$ cat src/rtl/wb_timer.sv
// Wishbone B3 classic slave with N_TIMERS 32-bit compare timers, each with a prescaler,
// one-shot or auto-reload operation, a sticky MATCH flag and a level interrupt.
module wb_timer #(
    parameter int unsigned N_TIMERS   = 2,
    parameter int unsigned PRESCALE_W = 8
) (
    input  logic                i_clk,
    input  logic                i_rst,
    input  logic                i_wb_cyc,
    input  logic                i_wb_stb,
    input  logic                i_wb_we,
    input  logic [3:0]          i_wb_sel,
    input  logic [31:0]         i_wb_adr,
    input  logic [31:0]         i_wb_dat,
    output logic [31:0]         o_wb_dat,
    output logic                o_wb_ack,
    output logic [N_TIMERS-1:0] o_irq
);

    localparam logic [1:0] REG_CTRL    = 2'd0;
    localparam logic [1:0] REG_COUNT   = 2'd1;
    localparam logic [1:0] REG_COMPARE = 2'd2;
    localparam logic [1:0] REG_STATUS  = 2'd3;

    logic        req;
    logic        wr;
    logic [1:0]  tidx;
    logic [1:0]  rsel;
    logic [31:0] rd_data;
    logic [31:0] rd_ctrl    [4];
    logic [31:0] rd_count   [4];
    logic [31:0] rd_compare [4];
    logic [31:0] rd_status  [4];
    logic        unused_adr;

    // The ack itself masks the request so every transfer takes exactly two clocks.
    assign req        = i_wb_cyc & i_wb_stb & ~o_wb_ack;
    assign wr         = req & i_wb_we;
    assign tidx       = i_wb_adr[5:4];
    assign rsel       = i_wb_adr[3:2];
    assign unused_adr = ^{i_wb_adr[31:6], i_wb_adr[1:0]};

    function automatic logic [31:0] byte_merge(input logic [31:0] old_val,
                                               input logic [31:0] new_val,
                                               input logic [3:0]  sel);
        logic [31:0] res;
        res = old_val;
        for (int b = 0; b < 4; b++) begin
            if (sel[b]) res[8*b +: 8] = new_val[8*b +: 8];
        end
        return res;
    endfunction

    for (genvar i = 0; i < 4; i++) begin : g_timer
        if (i < N_TIMERS) begin : g_on
            logic                  en_q, en_d, reload_q, reload_d, ie_q, ie_d, match_q, match_d;
            logic [PRESCALE_W-1:0] prescale_q, prescale_d, pcnt_q, pcnt_d;
            logic [31:0]           count_q, count_d, compare_q, compare_d;
            logic                  sel_me, tick, hit;

            assign sel_me = wr & (tidx == 2'(i));
            assign tick   = en_q & (pcnt_q == prescale_q);
            assign hit    = tick & (count_q == compare_q);

            always_comb begin
                en_d       = en_q;
                reload_d   = reload_q;
                ie_d       = ie_q;
                prescale_d = prescale_q;
                count_d    = count_q;
                compare_d  = compare_q;
                match_d    = match_q | hit;
                pcnt_d     = pcnt_q;

                if (tick) begin
                    pcnt_d = '0;
                    if (hit) begin
                        if (reload_q) count_d = '0;
                        else          en_d    = 1'b0;
                    end else begin
                        count_d = count_q + 32'd1;
                    end
                end else if (en_q) begin
                    pcnt_d = pcnt_q + PRESCALE_W'(1);
                end

                // Bus writes override the tick result for the register they touch.
                if (sel_me) begin
                    unique case (rsel)
                        REG_CTRL: begin
                            if (i_wb_sel[0]) begin
                                en_d     = i_wb_dat[0];
                                reload_d = i_wb_dat[1];
                                ie_d     = i_wb_dat[2];
                            end
                            for (int j = 0; j < PRESCALE_W; j++) begin
                                if (i_wb_sel[(8 + j) / 8]) prescale_d[j] = i_wb_dat[8 + j];
                            end
                        end
                        REG_COUNT: begin
                            count_d = byte_merge(count_q, i_wb_dat, i_wb_sel);
                            if (|i_wb_sel) pcnt_d = '0;
                        end
                        REG_COMPARE: compare_d = byte_merge(compare_q, i_wb_dat, i_wb_sel);
                        REG_STATUS: begin
                            if (i_wb_sel[0] & i_wb_dat[0] & ~hit) match_d = 1'b0;
                        end
                    endcase
                end

                if (!en_d) pcnt_d = '0;
            end

            always_ff @(posedge i_clk) begin
                if (i_rst) begin
                    en_q       <= 1'b0;
                    reload_q   <= 1'b0;
                    ie_q       <= 1'b0;
                    match_q    <= 1'b0;
                    prescale_q <= '0;
                    pcnt_q     <= '0;
                    count_q    <= '0;
                    compare_q  <= '1;
                end else begin
                    en_q       <= en_d;
                    reload_q   <= reload_d;
                    ie_q       <= ie_d;
                    match_q    <= match_d;
                    prescale_q <= prescale_d;
                    pcnt_q     <= pcnt_d;
                    count_q    <= count_d;
                    compare_q  <= compare_d;
                end
            end

            assign rd_ctrl[i]    = 32'({prescale_q, 5'd0, ie_q, reload_q, en_q});
            assign rd_count[i]   = count_q;
            assign rd_compare[i] = compare_q;
            assign rd_status[i]  = {31'd0, match_q};
            assign o_irq[i]      = match_q & ie_q;
        end else begin : g_off
            assign rd_ctrl[i]    = '0;
            assign rd_count[i]   = '0;
            assign rd_compare[i] = '0;
            assign rd_status[i]  = '0;
        end
    end

    always_comb begin
        rd_data = '0;
        unique case (rsel)
            REG_CTRL:    rd_data = rd_ctrl[tidx];
            REG_COUNT:   rd_data = rd_count[tidx];
            REG_COMPARE: rd_data = rd_compare[tidx];
            REG_STATUS:  rd_data = rd_status[tidx];
        endcase
    end

    always_ff @(posedge i_clk) begin
        if (i_rst) begin
            o_wb_ack <= 1'b0;
            o_wb_dat <= '0;
        end else begin
            o_wb_ack <= req;
            o_wb_dat <= (req & ~i_wb_we) ? rd_data : '0;
        end
    end

endmodule

$ cat config.mk
export PLATFORM = sky130hd
export DESIGN_NAME = wb_timer
export DESIGN_NICKNAME = d
export VERILOG_FILES = /design/src/rtl/wb_timer.sv
export SDC_FILE = /design/constraint.sdc
export NUM_CORES = 1
export LEC_CHECK = 0
export ABC_AREA = 0
export BUFFER_PORTS_ARGS = -buffer_cell sky130_fd_sc_hd__buf_2
export CORE_UTILIZATION = 60
export CTS_CLUSTER_SIZE = 28
export DETAILED_ROUTE_END_ITERATION = 6
export PLACE_DENSITY = 0.8
export SLEW_MARGIN = 15
export SYNTH_ARGS = -nofsm -noshare
export SYNTH_HDL_FRONTEND = slang
export SYNTH_SLANG_ARGS = --single-unit
$ cat constraint.sdc
create_clock -name i_clk -period 3.3 [get_ports i_clk]
set_input_delay 0.165 -clock i_clk [delete_from_list [all_inputs] [get_ports i_clk]]
set_output_delay 0.165 -clock i_clk [all_outputs]
set_load 0.05 [all_outputs]
; ---- Word-level counts from Yosys, hierarchy flattened
; Cells that the tools add are included.
[word_totals]
mem_bits_ro = 0
wordCells = 149
latch_bits = 0
register_bits = 201
inputBits = 73
ram_bits = 0
memories = 0
output_inout_bits = 35
[op_classes]
shifts = 0
bitwise_logic = 25
add_sub_neg = 4
mul = 0
n_mux = 55
n_reduce_logical = 18
div = 0
magnitude_cmp = 1
eq_ne = 16
[op_table]
columns = cell, count
row1 = 32-bit two-way mux, 18
row2 = 32-bit binary-select mux with 2-bit select, 4
row3 = 32-bit case mux with 4 select lines, 1
row4 = 8-bit two-way mux, 14
row5 = "32-bit by 1-bit adder with 32-bit output, second input constant", 2
row6 = 32-bit == test, 2
row7 = 3-bit AND reduction, 12
row8 = "3-bit != test, second input constant", 8
row9 = 1-bit two-way mux, 18
row10 = "8-bit by 1-bit adder with 8-bit output, second input constant", 2
row11 = 8-bit == test, 2
row12 = 1-bit bitwise AND, 15
row13 = 1-bit inverter, 7
row14 = 2-bit OR reduction, 3
row15 = "2-bit by 1-bit == test with 1-bit output, second input constant", 2
row16 = "2-bit == test, second input constant", 2
row17 = 2-bit logical NOT, 2
row18 = 4-bit OR reduction, 1
row19 = "3-bit greater-or-equal comparator, second input constant", 1
row20 = 2-bit inverter with 3-bit output, 1
row21 = 1-bit bitwise OR, 2

; ---- Longest topological paths before layout
; Gate-level depths: netlist of run 1.
[depth]
word_depth = 10
mapped_depth = 9
depth_no_buf = 7

; ---- Worst setup path before layout of run 1
; OpenSTA, ideal clock, no wires.
[synth_path]
path_type = reg2reg
from = reg o_wb_ack
to = reg g_timer[1].g_on.compare_q[23]
stages_incl_launch_ff = 8
required_time_ns = 3.180
period_less_slack_ns = 2.399
t_arrival_ns = 2.280
setup_ns = 0.120
path_slack_ns = 0.901
n_path_buf = 2
path_cell_list = dfxtp_1 -> nand4b_1 -> nor3b_1 -> and3b_1 -> clkbuf_1 -> buf_2 -> nand2_1 -> a211o_1
[synth_via]
elab_chain_cells = 5
[synth_rtl]
columns = element, line_no
row1 = "start, declared", 16  ; output logic o_wb_ack,
row2 = "start signal, assigned", 164  ; o_wb_ack <= req;
row3 = 1-bit inverter, 37  ; assign req = i_wb_cyc & i_wb_stb & ~o_wb_ack;
row4 = 1-bit bitwise AND, 37
row5 = 1-bit bitwise AND, 38  ; assign wr = req & i_wb_we;
row6 = 1-bit bitwise AND, 61  ; assign sel_me = wr & (tidx == 2'(i));
row7 = 3-bit AND reduction (no line), -
row8 = "end signal, assigned", 132  ; compare_q <= compare_d;
row9 = "end, declared", 58  ; logic [31:0] count_q, count_d, compare_q, compare_d;
; Every way passes these cells.
; A chain may end at the register's enable or synchronous reset.

; ---- Final worst setup path of run 1
[layout_path]
from = reg g_timer[0].g_on.count_q[0]
to = reg g_timer[0].g_on.count_q[28]
[layout_via]
elab_chain_cells = 6
[layout_rtl]
columns = element, line_no
row1 = "start, declared", 58
row2 = "start signal, assigned", 131  ; count_q <= count_d;
row3 = "parallel branches: the longest is 2 deep, another holds 32-bit by 1-bit adder with 32-bit output", -
row4 = 32-bit two-way mux (*), 77  ; if (hit) begin
row5 = 32-bit two-way mux (*), 75  ; if (tick) begin
row6 = 32-bit two-way mux, 89  ; unique case (rsel)
row7 = 32-bit two-way mux (*), 88  ; if (sel_me) begin
; Mark *: on every way between the ends.

==> flow_results.xml, run 1 <==
<?xml version="1.0" encoding="UTF-8"?>
<metrics>
  <group name="grt">
    <metric name="grt_start_max_net_pins" unit="">130</metric>
    <metric name="initial_antenna_violation_count" unit="">0</metric>
    <metric name="grt_util_all_layers" unit="%">38.94</metric>
    <metric name="grt_pass1_wl" unit="mm">65.49</metric>
    <metric name="grt.overflow.total" unit="">0</metric>
    <metric name="via_count_of_the_first_global_routing_pass" unit="">11770</metric>
  </group>
  <group name="yosys">
    <metric name="yosysUniqueCellTypes" unit="">81</metric>
    <metric name="postSynthAreaPerCell" unit="µm²">8.263</metric>
    <metric name="yosys_warnings" unit="">0</metric>
    <metric name="synthArstFlopShare" unit="%">0</metric>
    <metric name="synthesis.area" unit="mm²">0.01230</metric>
    <metric name="dominantRegCellSynth" unit="">sky130_fd_sc_hd__dfxtp_1</metric>
    <metric name="xor_xnor_cell_area_share_of_the_yosys_netlist" unit="%">7.474</metric>
    <metric name="synth_largest_type_area_fraction" unit="%">32.70</metric>
    <metric name="synth.ff_latch_count" unit="">201</metric>
    <metric name="syn-instance-count" unit="">1489</metric>
    <metric name="synth_compound_gate_area_share" unit="%">17.63</metric>
    <metric name="netlist.top_cell.by_area" unit="">sky130_fd_sc_hd__dfxtp_1</metric>
    <metric name="synth.top_cells.by_area" unit="">sky130_fd_sc_hd__dfxtp_1 33%, sky130_fd_sc_hd__mux2i_1 7.2%, sky130_fd_sc_hd__xor2_1 6.1%, sky130_fd_sc_hd__nand3_1 4.1%, sky130_fd_sc_hd__nand2_1 3.8%</metric>
    <metric name="synth_enable_flop_cells" unit="">0</metric>
    <metric name="synth.top_cells.by_count" unit="">201 x sky130_fd_sc_hd__dfxtp_1, 125 x sky130_fd_sc_hd__nand2_1, 102 x sky130_fd_sc_hd__nand3_1</metric>
    <metric name="synth_adder_area_share" unit="%">0.4068</metric>
    <metric name="synth_nets" unit="">1566</metric>
    <metric name="synth_sequential_area_ratio" unit="%">32.70</metric>
    <metric name="yosys.cell_count.top_type" unit="">sky130_fd_sc_hd__dfxtp_1</metric>
    <metric name="synth.mux.area_fraction" unit="%">9.010</metric>
    <metric name="post_synth_and_or_nand_nor_area_fraction" unit="%">26.53</metric>
    <metric name="synth_top_family_by_area" unit="">simple AND/OR/NAND/NOR gates</metric>
  </group>
  <group name="sta">
    <metric name="timing.final.setup_violations" unit="">0</metric>
    <metric name="worst_clock_skew" unit="ns">0.01179</metric>
    <metric name="whs" unit="ns">0.005537</metric>
    <metric name="post-route-period-util" unit="%">82.35</metric>
    <metric name="finalHoldViolations" unit="">0</metric>
    <metric name="timing.fmax" unit="GHz">0.3680</metric>
    <metric name="grt_setup_unrepaired" unit="">no</metric>
    <metric name="transition_at_the_pin_with_the_smallest_max_transition_slack" unit="ns">0.9669</metric>
    <metric name="slew-limit-headroom" unit="%">35.39</metric>
    <metric name="timing.final.max_slew_violations" unit="">0</metric>
    <metric name="layout_min_cycle_time" unit="ns">2.717</metric>
    <metric name="setup_total_negative_slack" unit="ns">0</metric>
  </group>
  <group name="die">
    <metric name="chipHeight" unit="µm">145.2</metric>
    <metric name="rows" unit="">52</metric>
    <metric name="initial_core_util" unit="%">61.00</metric>
    <metric name="die_area" unit="mm²">0.02108</metric>
    <metric name="fp.coreArea" unit="mm²">0.02017</metric>
    <metric name="top_level_ports" unit="">108</metric>
    <metric name="die_x" unit="µm">145.2</metric>
  </group>
  <group name="clocking">
    <metric name="h-tree-depth" unit="">1</metric>
    <metric name="cts_repair_resize_count" unit="">0</metric>
    <metric name="clock_tree.buffer_depth" unit="">3</metric>
    <metric name="cts_buffers" unit="">23</metric>
    <metric name="cts_root_buffer" unit="">sky130_fd_sc_hd__clkbuf_16</metric>
    <metric name="clock_sink_count" unit="">201</metric>
    <metric name="clkTransAtPathRegs" unit="ns">0.06</metric>
    <metric name="cts_tree" unit="">yes</metric>
    <metric name="clk_latency_worst_skew_pair" unit="ns">0.52</metric>
    <metric name="post-cts-setup-buffers" unit="">0</metric>
  </group>
  <group name="layout">
    <metric name="register_area" unit="mm²">0.004024</metric>
    <metric name="multi_input_area" unit="mm²">0.007512</metric>
    <metric name="design.final.nets" unit="">1598</metric>
    <metric name="drive_above_1_share" unit="%">13.53</metric>
    <metric name="syn_to_final_growth" unit="%">12.00</metric>
    <metric name="layout.filler_cells" unit="">1599</metric>
    <metric name="antennaDiodeCount" unit="">0</metric>
  </group>
  <group name="setup_path">
    <metric name="critPathCaptureType" unit="">register</metric>
    <metric name="worst-endpoint-required" unit="ns">3.71</metric>
    <metric name="cp_max_fo" unit="">9</metric>
    <metric name="start_kind" unit="">register</metric>
    <metric name="critPathSlowestCell" unit="">sky130_fd_sc_hd__dfxtp_1</metric>
    <metric name="cpPeakStageDelay" unit="ns">0.57</metric>
    <metric name="timing.critical_path.cells" unit="">ha_1 &gt; nand4_1 &gt; nor4_2 &gt; nand2_1 &gt; a2111o_1 &gt; a31o_2 &gt; a21o_1</metric>
    <metric name="criticalPathCategory" unit="">register to register</metric>
    <metric name="worstRegToRegCells" unit="">7</metric>
    <metric name="arrival" unit="ns">3.13</metric>
  </group>
  <group name="detailed_routing">
    <metric name="drcViolationCount" unit="">22</metric>
    <metric name="drt-pass1-iter-count" unit="">7</metric>
    <metric name="routed-via-count" unit="">12610</metric>
    <metric name="ant_nets" unit="">0</metric>
    <metric name="wl_per_cell" unit="µm">23.22</metric>
    <metric name="totalWireLength" unit="mm">41.95</metric>
    <metric name="drtIter0Drc" unit="">1610</metric>
    <metric name="viasPerCell" unit="">6.978</metric>
  </group>
  <group name="run_status">
    <metric name="run_status" unit="">finished with violations</metric>
    <metric name="failed_checks" unit="">DRC</metric>
  </group>
  <group name="power">
    <metric name="pwr_density_cell" unit="mW/mm²">427.7</metric>
    <metric name="worst_ir_drop_vdd" unit="mV">0.3284</metric>
    <metric name="power_leakage" unit="nW">5.297</metric>
  </group>
  <group name="hold_path">
    <metric name="min-delay-path-class" unit="">input port to register</metric>
    <metric name="hold-path-cell-count" unit="">3</metric>
  </group>
  <group name="placement">
    <metric name="place.port_buffers" unit="">79</metric>
    <metric name="detailedPlacementHpwl" unit="mm">29.32</metric>
    <metric name="globalplace.congestion" unit="">1.010</metric>
  </group>
  <group name="flow_run">
    <metric name="timing.max_cap.violations" unit="">0</metric>
  </group>
</metrics>
-- per-layer routing --
| layer | track usage [%] | wire [µm] |
|---|---|---|
| met1 | 52.26 | 15940 |
| met3 | 8.176 | 5550 |
| met2 | 58.00 | 18120 |
| met5 | 0 | 0 |
| met4 | 21.89 | 2346 |
-- cells in the final DEF (no fill, tap or decap), drive strengths merged, types with 11 or more instances in the layout --
master and n:
dfxtp 201, buf 137, nand2 125, nand3 102
nor2 91, mux2i 89, xor2 86, nand3b 62
o21ai 55, nor4 51, nand4 32, clkbuf 32
nor3 31, a31oi 28, and3 28, a21oi 27
and2 22, a211oi 22, xnor2 19, o211ai 19
nor2b 18, mux2 17, dlygate4sd3 17, inv 16
o22ai 16, o22a 15, o21a 13, a311oi 13
or3 12, a21o 11
-- logic make-up (layout without fill, tap and decap cells) --
family,after synthesis,in the layout
xor+xnor,105,105
compound gates,302,302
mux,107,107
fa+ha+maj,4,4
flops,201,201
simple gates,607,607
buf+inv,163,211
-- what timing repair did --
item	4_1_cts	5_1_grt
hold buffers	17	0
endpoints found under the setup margin	0	0
endpoints found under the hold margin	27	0
-- registers in the layout, summed over array words and instances (netlist names) --
| name | count |
|---|---|
| g_timer.g_on.count_q | 64 |
| g_timer.g_on.compare_q | 64 |
| o_wb_ack | 1 |
| o_wb_dat | 32 |
| g_timer.g_on.reload_q | 2 |
| g_timer.g_on.en_q | 2 |
| g_timer.g_on.prescale_q | 16 |
| g_timer.g_on.match_q | 2 |
| g_timer.g_on.ie_q | 2 |
| g_timer.g_on.pcnt_q | 16 |
-- worst paths after layout --
check / start / endpoint / slack (ns)
hold / removal: i_wb_dat[5] / g_timer[0].g_on.compare_q[5] / 0.006
setup / recovery: g_timer[0].g_on.count_q[0] / g_timer[0].g_on.count_q[28] / 0.58
setup reg to reg: g_timer[0].g_on.count_q[0] / g_timer[0].g_on.count_q[28] / 0.58
hold reg to reg: g_timer[0].g_on.compare_q[27] / g_timer[0].g_on.compare_q[27] / 0.50
-- stage by stage --
stage | std cells | instance area (µm²) | total power, mW | util [%] | setup slack, ns
4_1_cts | 1807 | 13780 | 5.850 | 68.33 | 0.6201
2_1_floorplan | 1489 | 12300 | 2.914 | - | 0.9007
3_5_place_dp | 1749 | 12790 | 3.087 | 63.44 | 0.6150
6_report | 1807 | 13780 | 5.894 | 68.33 | 0.5825
3_3_place_gp | 1749 | 12790 | 3.076 | 63.44 | 0.6483
5_1_grt | 1807 | 13780 | 6.006 | 68.33 | 0.4080
-- final cells by class --
class / count / area share [%]
multi-input cells: 1125 / 54.51
repair buffers: 154 / 7.481
clock buffers: 32 / 4.640
clock inverters: 9 / 1.280
flip-flops and latches: 201 / 29.20
inverters: 16 / 0.4358
well taps: 270 / 2.451
-- critical path: cells and delay by family (launching register included) --
family          cells  cell delay [ns]
flops               1             0.57
fa+ha+maj           1             0.33
compound gates      3             0.88
simple gates        3             0.83
-- power breakdown --
part | internal, mW | switching, mW | total [mW]
Combinational | 0.204 | 0.328 | 0.531
Clock | 1.74 | 1.07 | 2.81
Sequential | 2.47 | 0.0825 | 2.55
Total | 4.41 | 1.48 | 5.89
Power figures use the tool's default switching activity.
==> inputs of run 2 (changes only) <==
clock period = 2.7 ns   (was 3.3 ns; I/O delays follow)
==> run 2 against run 1 <==
- the flow still finishes with violations (DRC)
- total power is 31% higher
- non-clock buffer count is 74 higher
- sequential power is 21% higher
- worst setup slack worse by 0.45 ns
- final area is 5.4% higher
- clock power is 39% higher
- die area stayed put
- cell count is 4.3% higher
- routed wire length is 4.0% higher
- worst hold slack better by 0.0068 ns
- flip-flop and latch count stayed put
- critical path type is now input port to register
- largest power group unchanged
- highest routed layer unchanged
==> flow_results.xml, run 2 (same netlist as run 1, synthesis figures left out) <==
<?xml version="1.0" encoding="UTF-8"?>
<metrics>
  <group name="setup_path">
    <metric name="worst_path_dominant_cell_family" unit="">buffers and inverters</metric>
    <metric name="worst-endpoint-required" unit="ns">3.03</metric>
    <metric name="path_common_cell" unit="">sky130_fd_sc_hd__dlygate4sd3_1</metric>
    <metric name="critPathSlowestCell" unit="">sky130_fd_sc_hd__a2111oi_0</metric>
    <metric name="timing.critical_path.cells" unit="">dlygate4sd3_1 &gt; buf_2 &gt; nand2_1 &gt; dlygate4sd3_1 &gt; nor3_1 &gt; nand2b_1 &gt; a2111oi_0</metric>
    <metric name="cp_max_fo" unit="">14</metric>
    <metric name="arrival" unit="ns">2.90</metric>
    <metric name="worst-path-buf-inv" unit="">3</metric>
    <metric name="criticalPathCategory" unit="">input port to register</metric>
    <metric name="critPathCaptureType" unit="">register</metric>
    <metric name="start_kind" unit="">input port</metric>
    <metric name="cpPeakStageDelay" unit="ns">0.90</metric>
  </group>
  <group name="grt">
    <metric name="grt_pass1_wl" unit="mm">66.45</metric>
    <metric name="grt_start_max_net_pins" unit="">135</metric>
    <metric name="grt_util_all_layers" unit="%">40.12</metric>
    <metric name="initial_antenna_violation_count" unit="">1</metric>
    <metric name="grt.overflow.total" unit="">0</metric>
    <metric name="via_count_of_the_first_global_routing_pass" unit="">11730</metric>
  </group>
  <group name="layout">
    <metric name="reg.largest.list" unit="">g_timer.g_on.compare_q: 64 flops, g_timer.g_on.count_q: 64 flops, o_wb_dat: 32 flops</metric>
    <metric name="drive_above_1_share" unit="%">17.10</metric>
    <metric name="layout_commonest_cell" unit="">sky130_fd_sc_hd__dfxtp_1</metric>
    <metric name="design.final.nets" unit="">1673</metric>
    <metric name="final_cell_area" unit="mm²">0.01452</metric>
    <metric name="layoutNonFillerInstCount" unit="">1885</metric>
    <metric name="mostFrequentLayoutCells" unit="">201 x sky130_fd_sc_hd__dfxtp_1, 125 x sky130_fd_sc_hd__nand2_1, 118 x sky130_fd_sc_hd__buf_4</metric>
    <metric name="syn_to_final_growth" unit="%">18.01</metric>
  </group>
  <group name="sta">
    <metric name="post-route-period-util" unit="%">95.14</metric>
    <metric name="timing.fmax" unit="GHz">0.3893</metric>
    <metric name="finalHoldViolations" unit="">0</metric>
    <metric name="setup_total_negative_slack" unit="ns">0</metric>
    <metric name="grt_setup_unrepaired" unit="">no</metric>
    <metric name="worst_clock_skew" unit="ns">0.01044</metric>
    <metric name="timing.final.max_slew_violations" unit="">0</metric>
    <metric name="transition_at_the_pin_with_the_smallest_max_transition_slack" unit="ns">0.8873</metric>
    <metric name="layout_min_cycle_time" unit="ns">2.569</metric>
    <metric name="setup_slack" unit="ns">0.1313</metric>
    <metric name="whs" unit="ns">0.01231</metric>
    <metric name="slew-limit-headroom" unit="%">39.32</metric>
    <metric name="timing.final.setup_violations" unit="">0</metric>
  </group>
  <group name="power">
    <metric name="power_leakage" unit="nW">5.733</metric>
    <metric name="power_switching_share" unit="%">24.66</metric>
    <metric name="p_comb_share" unit="%">9.3</metric>
    <metric name="pwr-share-seq" unit="%">40.1</metric>
    <metric name="intPower" unit="mW">5.815</metric>
    <metric name="clock_power_share" unit="%">50.6</metric>
    <metric name="pwr_density_cell" unit="mW/mm²">531.6</metric>
    <metric name="worst_ir_drop_vdd" unit="mV">0.5433</metric>
    <metric name="net-switching-power" unit="mW">1.903</metric>
  </group>
  <group name="die">
    <metric name="chipHeight" unit="µm">145.2</metric>
    <metric name="rows" unit="">52</metric>
    <metric name="die_area" unit="mm²">0.02108</metric>
    <metric name="fp.coreArea" unit="mm²">0.02017</metric>
    <metric name="die_x" unit="µm">145.2</metric>
    <metric name="initial_core_util" unit="%">61.00</metric>
    <metric name="top_level_ports" unit="">108</metric>
  </group>
  <group name="placement">
    <metric name="place_inst" unit="">1809</metric>
    <metric name="preCtsSetupSlack" unit="ns">0.2108</metric>
    <metric name="place.port_buffers" unit="">79</metric>
    <metric name="globalplace.congestion" unit="">1.009</metric>
    <metric name="detailedPlacementHpwl" unit="mm">31.18</metric>
    <metric name="detailed_place.area" unit="mm²">0.01326</metric>
  </group>
  <group name="clocking">
    <metric name="h-tree-depth" unit="">1</metric>
    <metric name="clock_sink_count" unit="">201</metric>
    <metric name="clkTransAtPathRegs" unit="ns">0.06</metric>
    <metric name="cts_buffers" unit="">24</metric>
    <metric name="cts_tree" unit="">yes</metric>
    <metric name="clk_latency_worst_skew_pair" unit="ns">0.53</metric>
    <metric name="cts_root_buffer" unit="">sky130_fd_sc_hd__clkbuf_16</metric>
    <metric name="clock_tree.buffer_depth" unit="">3</metric>
  </group>
  <group name="hold_path">
    <metric name="min-delay-path-class" unit="">input port to register</metric>
  </group>
  <group name="run_status">
    <metric name="run_status" unit="">finished with violations</metric>
    <metric name="failed_checks" unit="">DRC</metric>
  </group>
  <group name="detailed_routing">
    <metric name="totalWireLength" unit="mm">43.62</metric>
    <metric name="drcViolationCount" unit="">6</metric>
    <metric name="drt-pass1-iter-count" unit="">7</metric>
    <metric name="ant_nets" unit="">0</metric>
    <metric name="drtIter0Drc" unit="">1782</metric>
    <metric name="viasPerCell" unit="">6.776</metric>
    <metric name="routed-via-count" unit="">12770</metric>
    <metric name="wl_per_cell" unit="µm">23.14</metric>
  </group>
  <group name="flow_run">
    <metric name="timing.max_cap.violations" unit="">0</metric>
  </group>
</metrics>
run 2: cell count changes in the layout (fill, tap and decap cells not counted), moves of 2 or more:
cell,previous run,this run
sky130_fd_sc_hd__clkbuf_1,6,2
sky130_fd_sc_hd__clkinv_4,1,3
sky130_fd_sc_hd__clkbuf_16,23,25
sky130_fd_sc_hd__dlygate4sd3_1,17,30
sky130_fd_sc_hd__bufinv_16,5,8
sky130_fd_sc_hd__buf_4,58,118
run 2: cell type report:
type	instances	area, µm²
fill	1515	5649
tap	270	337.8
clock buffer	29	660.6
antenna	1	2.502
sequential	201	4024
timing repair buffer	228	1632
multi-input combinational	1125	7512
inverter	16	60.06
clock inverter	15	291.5
run 2: worst paths after layout:
check / slack [ns] / from / to / cells past startpoint
hold / removal: 0.01 / i_wb_dat[11] / g_timer[1].g_on.compare_q[11] / 3
setup reg to reg: 0.17 / g_timer[1].g_on.count_q[1] / g_timer[1].g_on.count_q[26] / 7
hold reg to reg: 0.49 / g_timer[0].g_on.match_q / g_timer[0].g_on.match_q / 2
setup / recovery: 0.13 / i_wb_stb / o_wb_dat[1] / 7
run 2: through the flow:
stage	power, mW	utilization [%]
floorplan	3.561	-
global placement	3.791	65.73
detailed placement	3.802	65.73
CTS	7.662	71.94
global route	7.875	71.99
finish	7.719	71.99
run 2: per-layer routing:
layer	GRT usage (%)	wire length (µm)	up-vias
met5	0	0	-
met4	19.37	2266	0
met3	7.170	5949	180
met2	60.99	18900	940
met1	54.84	16510	5921
li1	-	-	5731
run 2: worst min-delay path: stages:
cell and delay (ns):
sky130_fd_sc_hd__buf_2 0.18, sky130_fd_sc_hd__nand3_1 0.09, sky130_fd_sc_hd__nand3b_1 0.07
run 2: power by group through the flow:
stage	registers, mW	logic, mW	clock network, mW
2_1_floorplan	3.12	0.445	0
3_3_place_gp	3.15	0.640	0
3_5_place_dp	3.15	0.650	0
4_1_cts	3.09	0.687	3.89
5_1_grt	3.10	0.747	4.03
6_report	3.09	0.717	3.91
run 2: what timing repair did:
action | 4_1_cts | 5_1_grt
hold endpoints to repair | 65 | 0
setup buffers | 0 | 1
endpoints found under the setup margin | 0 | 2
hold buffers | 30 | 0
resized for setup | 0 | 0
==> inputs of run 3 (changes only) <==
ABC_AREA = 1   (was 0)
==> run 3 against run 2 <==
- total power is 7.2% lower
- utilization shrank 1.5 points
- die area increased by 4.5%
- worst setup slack improved by 0.093 ns
- the run still ends with DRC left
- largest power group unchanged
- clock power is 9.2% lower
- clock-buffer cell count down 1
- maximum frequency increased by 3.7%
- sequential power decreased by 2%
==> flow_results.xml, run 3 <==
<?xml version="1.0" encoding="UTF-8"?>
<metrics>
  <group name="grt">
    <metric name="grt.overflow.total" unit="">0</metric>
    <metric name="initial_antenna_violation_count" unit="">1</metric>
    <metric name="grt_pass1_wl" unit="mm">75.05</metric>
    <metric name="grt_start_max_net_pins" unit="">55</metric>
    <metric name="via_count_of_the_first_global_routing_pass" unit="">13350</metric>
    <metric name="grt_util_all_layers" unit="%">44.74</metric>
  </group>
  <group name="yosys">
    <metric name="synthArstFlopShare" unit="%">0</metric>
    <metric name="netlist.top_cell.by_area" unit="">sky130_fd_sc_hd__dfxtp_1</metric>
    <metric name="yosys_warnings" unit="">0</metric>
    <metric name="synth.top_cells.by_count" unit="">617 x sky130_fd_sc_hd__nand2_1, 246 x sky130_fd_sc_hd__inv_1, 201 x sky130_fd_sc_hd__dfxtp_1</metric>
    <metric name="synth.top_cells.by_area" unit="">sky130_fd_sc_hd__dfxtp_1 31%, sky130_fd_sc_hd__nand2_1 18%, sky130_fd_sc_hd__inv_1 7.2%, sky130_fd_sc_hd__o21ai_0 5.8%, sky130_fd_sc_hd__nor2_1 5.4%</metric>
    <metric name="dominantRegCellSynth" unit="">sky130_fd_sc_hd__dfxtp_1</metric>
    <metric name="synth_nets" unit="">2132</metric>
    <metric name="synth_enable_flop_cells" unit="">0</metric>
    <metric name="yosysUniqueCellTypes" unit="">52</metric>
    <metric name="postSynthAreaPerCell" unit="µm²">6.263</metric>
    <metric name="synth_sequential_area_ratio" unit="%">31.26</metric>
    <metric name="synthesis.area" unit="mm²">0.01287</metric>
    <metric name="synth.ff_latch_count" unit="">201</metric>
    <metric name="yosys.cell_count.top_type" unit="">sky130_fd_sc_hd__nand2_1</metric>
    <metric name="syn-instance-count" unit="">2055</metric>
    <metric name="synth_largest_type_area_fraction" unit="%">31.26</metric>
  </group>
  <group name="die">
    <metric name="initial_core_util" unit="%">61.23</metric>
    <metric name="die_x" unit="µm">148.5</metric>
    <metric name="top_level_ports" unit="">108</metric>
    <metric name="fp.coreArea" unit="mm²">0.02102</metric>
    <metric name="rows" unit="">53</metric>
    <metric name="die_area" unit="mm²">0.02204</metric>
    <metric name="chipHeight" unit="µm">148.5</metric>
  </group>
  <group name="setup_path">
    <metric name="setup.reg_to_reg.worst_slack" unit="ns">0.22</metric>
    <metric name="worst-path-buf-inv" unit="">2</metric>
    <metric name="cp_max_fo" unit="">9</metric>
    <metric name="criticalPathCategory" unit="">register to register</metric>
    <metric name="critical_path.reg2reg.endpoint" unit="">g_timer[1].g_on.count_q[1]</metric>
    <metric name="worstRegToRegCells" unit="">11</metric>
    <metric name="start_kind" unit="">register</metric>
    <metric name="cpPeakStageDelay" unit="ns">0.49</metric>
    <metric name="timing.rr.start" unit="">g_timer[1].g_on.prescale_q[1]</metric>
    <metric name="worst_path_dominant_cell_family" unit="">simple AND/OR/NAND/NOR gates</metric>
    <metric name="worst-endpoint-required" unit="ns">3.15</metric>
    <metric name="arrival" unit="ns">2.93</metric>
    <metric name="path_common_cell" unit="">sky130_fd_sc_hd__nand2_1</metric>
    <metric name="timing.critical_path.cells" unit="">inv_1 &gt; nand2_1 &gt; nand3_1 &gt; nand3b_1 &gt; nor2_4 &gt; nand2_1 &gt; nor2_1 &gt; nand2_1 &gt; o31ai_1 &gt; inv_1 &gt; a21oi_1</metric>
    <metric name="critPathCaptureType" unit="">register</metric>
    <metric name="critPathSlowestCell" unit="">sky130_fd_sc_hd__nor2_1</metric>
  </group>
  <group name="layout">
    <metric name="design.final.nets" unit="">2241</metric>
    <metric name="reg.largest.list" unit="">g_timer.g_on.compare_q: 64 flops, g_timer.g_on.count_q: 64 flops, o_wb_dat: 32 flops</metric>
    <metric name="syn_to_final_growth" unit="%">15.11</metric>
    <metric name="postLayoutCoreUtil" unit="%">70.48</metric>
    <metric name="drive_above_1_share" unit="%">12.43</metric>
    <metric name="layout_commonest_cell" unit="">sky130_fd_sc_hd__nand2_1</metric>
    <metric name="mostFrequentLayoutCells" unit="">617 x sky130_fd_sc_hd__nand2_1, 245 x sky130_fd_sc_hd__inv_1, 201 x sky130_fd_sc_hd__dfxtp_1</metric>
    <metric name="antennaDiodeCount" unit="">0</metric>
  </group>
  <group name="detailed_routing">
    <metric name="totalWireLength" unit="mm">49.77</metric>
    <metric name="wl_per_cell" unit="µm">20.27</metric>
    <metric name="drtIter0Drc" unit="">1991</metric>
    <metric name="drt-pass1-iter-count" unit="">7</metric>
    <metric name="viasPerCell" unit="">6.077</metric>
    <metric name="routed-via-count" unit="">14930</metric>
    <metric name="ant_nets" unit="">0</metric>
    <metric name="drcViolationCount" unit="">12</metric>
  </group>
  <group name="sta">
    <metric name="layout_min_cycle_time" unit="ns">2.476</metric>
    <metric name="transition_at_the_pin_with_the_smallest_max_transition_slack" unit="ns">0.8745</metric>
    <metric name="post-route-period-util" unit="%">91.70</metric>
    <metric name="setup_total_negative_slack" unit="ns">0</metric>
    <metric name="timing.fmax" unit="GHz">0.4039</metric>
    <metric name="timing.final.max_slew_violations" unit="">0</metric>
    <metric name="worst_clock_skew" unit="ns">0.01725</metric>
    <metric name="finalHoldViolations" unit="">0</metric>
    <metric name="timing.final.setup_violations" unit="">0</metric>
    <metric name="slew-limit-headroom" unit="%">41.64</metric>
    <metric name="grt_setup_unrepaired" unit="">no</metric>
  </group>
  <group name="clocking">
    <metric name="clock_sink_count" unit="">201</metric>
    <metric name="cts_root_buffer" unit="">sky130_fd_sc_hd__clkbuf_16</metric>
    <metric name="cts_tree" unit="">yes</metric>
    <metric name="clkTransAtPathRegs" unit="ns">0.06</metric>
    <metric name="clock_tree.buffer_depth" unit="">3</metric>
    <metric name="clk_latency_worst_skew_pair" unit="ns">0.54</metric>
    <metric name="h-tree-depth" unit="">1</metric>
    <metric name="cts_buffers" unit="">24</metric>
  </group>
  <group name="flow_run">
    <metric name="timing.max_cap.violations" unit="">0</metric>
  </group>
  <group name="hold_path">
    <metric name="min-delay-path-class" unit="">input port to register</metric>
    <metric name="min_from" unit="">i_wb_we</metric>
    <metric name="hold_path_end" unit="">o_wb_dat[10]</metric>
    <metric name="hold-path-cell-count" unit="">5</metric>
  </group>
  <group name="power">
    <metric name="pwr_density_cell" unit="mW/mm²">483.6</metric>
    <metric name="worst_ir_drop_vdd" unit="mV">0.5589</metric>
    <metric name="power_leakage" unit="nW">6.381</metric>
  </group>
  <group name="placement">
    <metric name="place.port_buffers" unit="">79</metric>
    <metric name="detailedPlacementHpwl" unit="mm">37.39</metric>
    <metric name="globalplace.congestion" unit="">1.030</metric>
  </group>
  <group name="run_status">
    <metric name="failed_checks" unit="">DRC</metric>
    <metric name="run_status" unit="">finished with violations</metric>
  </group>
</metrics>
run 3: changes by cell type after synthesis, sizes merged, moves of 70 or more:
| cell | change |
|---|---|
| a21oi | +70 |
| mux2i | -89 |
| inv | +261 |
| nand2 | +502 |
| nor2 | +119 |
| o21ai | +104 |
run 3: cells by family (layout without fill, tap and decap cells):
kind of cell	after synthesis	in the layout	synth area share [%]
AOI/OAI and AO/OA	436	436	20.20
buffers and inverters	361	487	11.21
DFF	201	201	31.26
adders and majority gates	4	4	0.3889
xor gates and xnor gates	52	52	3.772
and+or+nand+nor	1001	1001	33.17
run 3: how the worst max path moves through the flow:
stage,startpoint,slack [ns],cells past startpoint,end
3_3_place_gp,g_timer[0].g_on.count_q[16],0.41,13,g_timer[0].g_on.count_q[10]
2_1_floorplan,o_wb_ack,0.80,9,g_timer[0].g_on.count_q[12]
3_5_place_dp,g_timer[1].g_on.pcnt_q[5],0.36,11,g_timer[1].g_on.count_q[1]
4_1_cts,o_wb_ack,0.30,6,o_wb_dat[7]
6_report,g_timer[1].g_on.prescale_q[1],0.22,11,g_timer[1].g_on.count_q[1]
5_1_grt,o_wb_ack,0.12,6,o_wb_dat[7]
run 3: layout make-up:
| cell class | instances | area (µm²) |
|---|---|---|
| Tap cell | 275 | 344.1 |
| Clock buffer | 28 | 656.9 |
| Multi-Input combinational cell | 1493 | 7405 |
| Clock inverter | 15 | 195.2 |
| Sequential cell | 201 | 4024 |
| Timing Repair Buffer | 165 | 1141 |
| Fill cell | 1837 | 6206 |
| Inverter | 279 | 1050 |
run 3: tightest hold or removal path, cell delays in order:
cell and delay, ns:
sky130_fd_sc_hd__buf_2 0.09, sky130_fd_sc_hd__nor3_2 0.06, sky130_fd_sc_hd__buf_4 0.17, sky130_fd_sc_hd__nand2_1 0.07, sky130_fd_sc_hd__inv_1 0.03
run 3: what timing repair did:
item | 4_1_cts | 5_1_grt
resized for setup | 0 | 0
hold buffers | 35 | 0
setup buffers | 0 | 0
endpoints found under the hold margin | 65 | 0
run 3: through the flow:
| step | cell area (µm²) | total power [mW] | hold slack (ns) | cells | worst slack [ns] |
|---|---|---|---|---|---|
| after floorplan | 12870 | 3.376 | 0.2613 | 2055 | 0.7963 |
| after global placement | 13610 | 3.592 | 0.3852 | 2378 | 0.4144 |
| after detailed placement | 13610 | 3.598 | 0.3885 | 2378 | 0.3604 |
| after CTS | 14820 | 7.105 | 0.06191 | 2456 | 0.3025 |
| after global routing | 14820 | 7.287 | 0.1012 | 2456 | 0.1160 |
| final | 14820 | 7.165 | 0.07230 | 2456 | 0.2240 |
run 3: metal layers:
metal	vias up	track usage [%]	share of wire, %
li1	6930	-	-
met1	6727	60.95	39
met3	183	12.88	15
met4	2	18.66	4.4
met5	-	0	0.034
met2	1084	65.68	41
run 3: report_power, final:
group / internal, mW / switching [mW] / leakage [nW] / total, mW
Sequential: 2.99 / 0.0305 / 1.62 / 3.02
Clock: 2.13 / 1.42 / 0.405 / 3.55
Combinational: 0.176 / 0.416 / 4.35 / 0.592
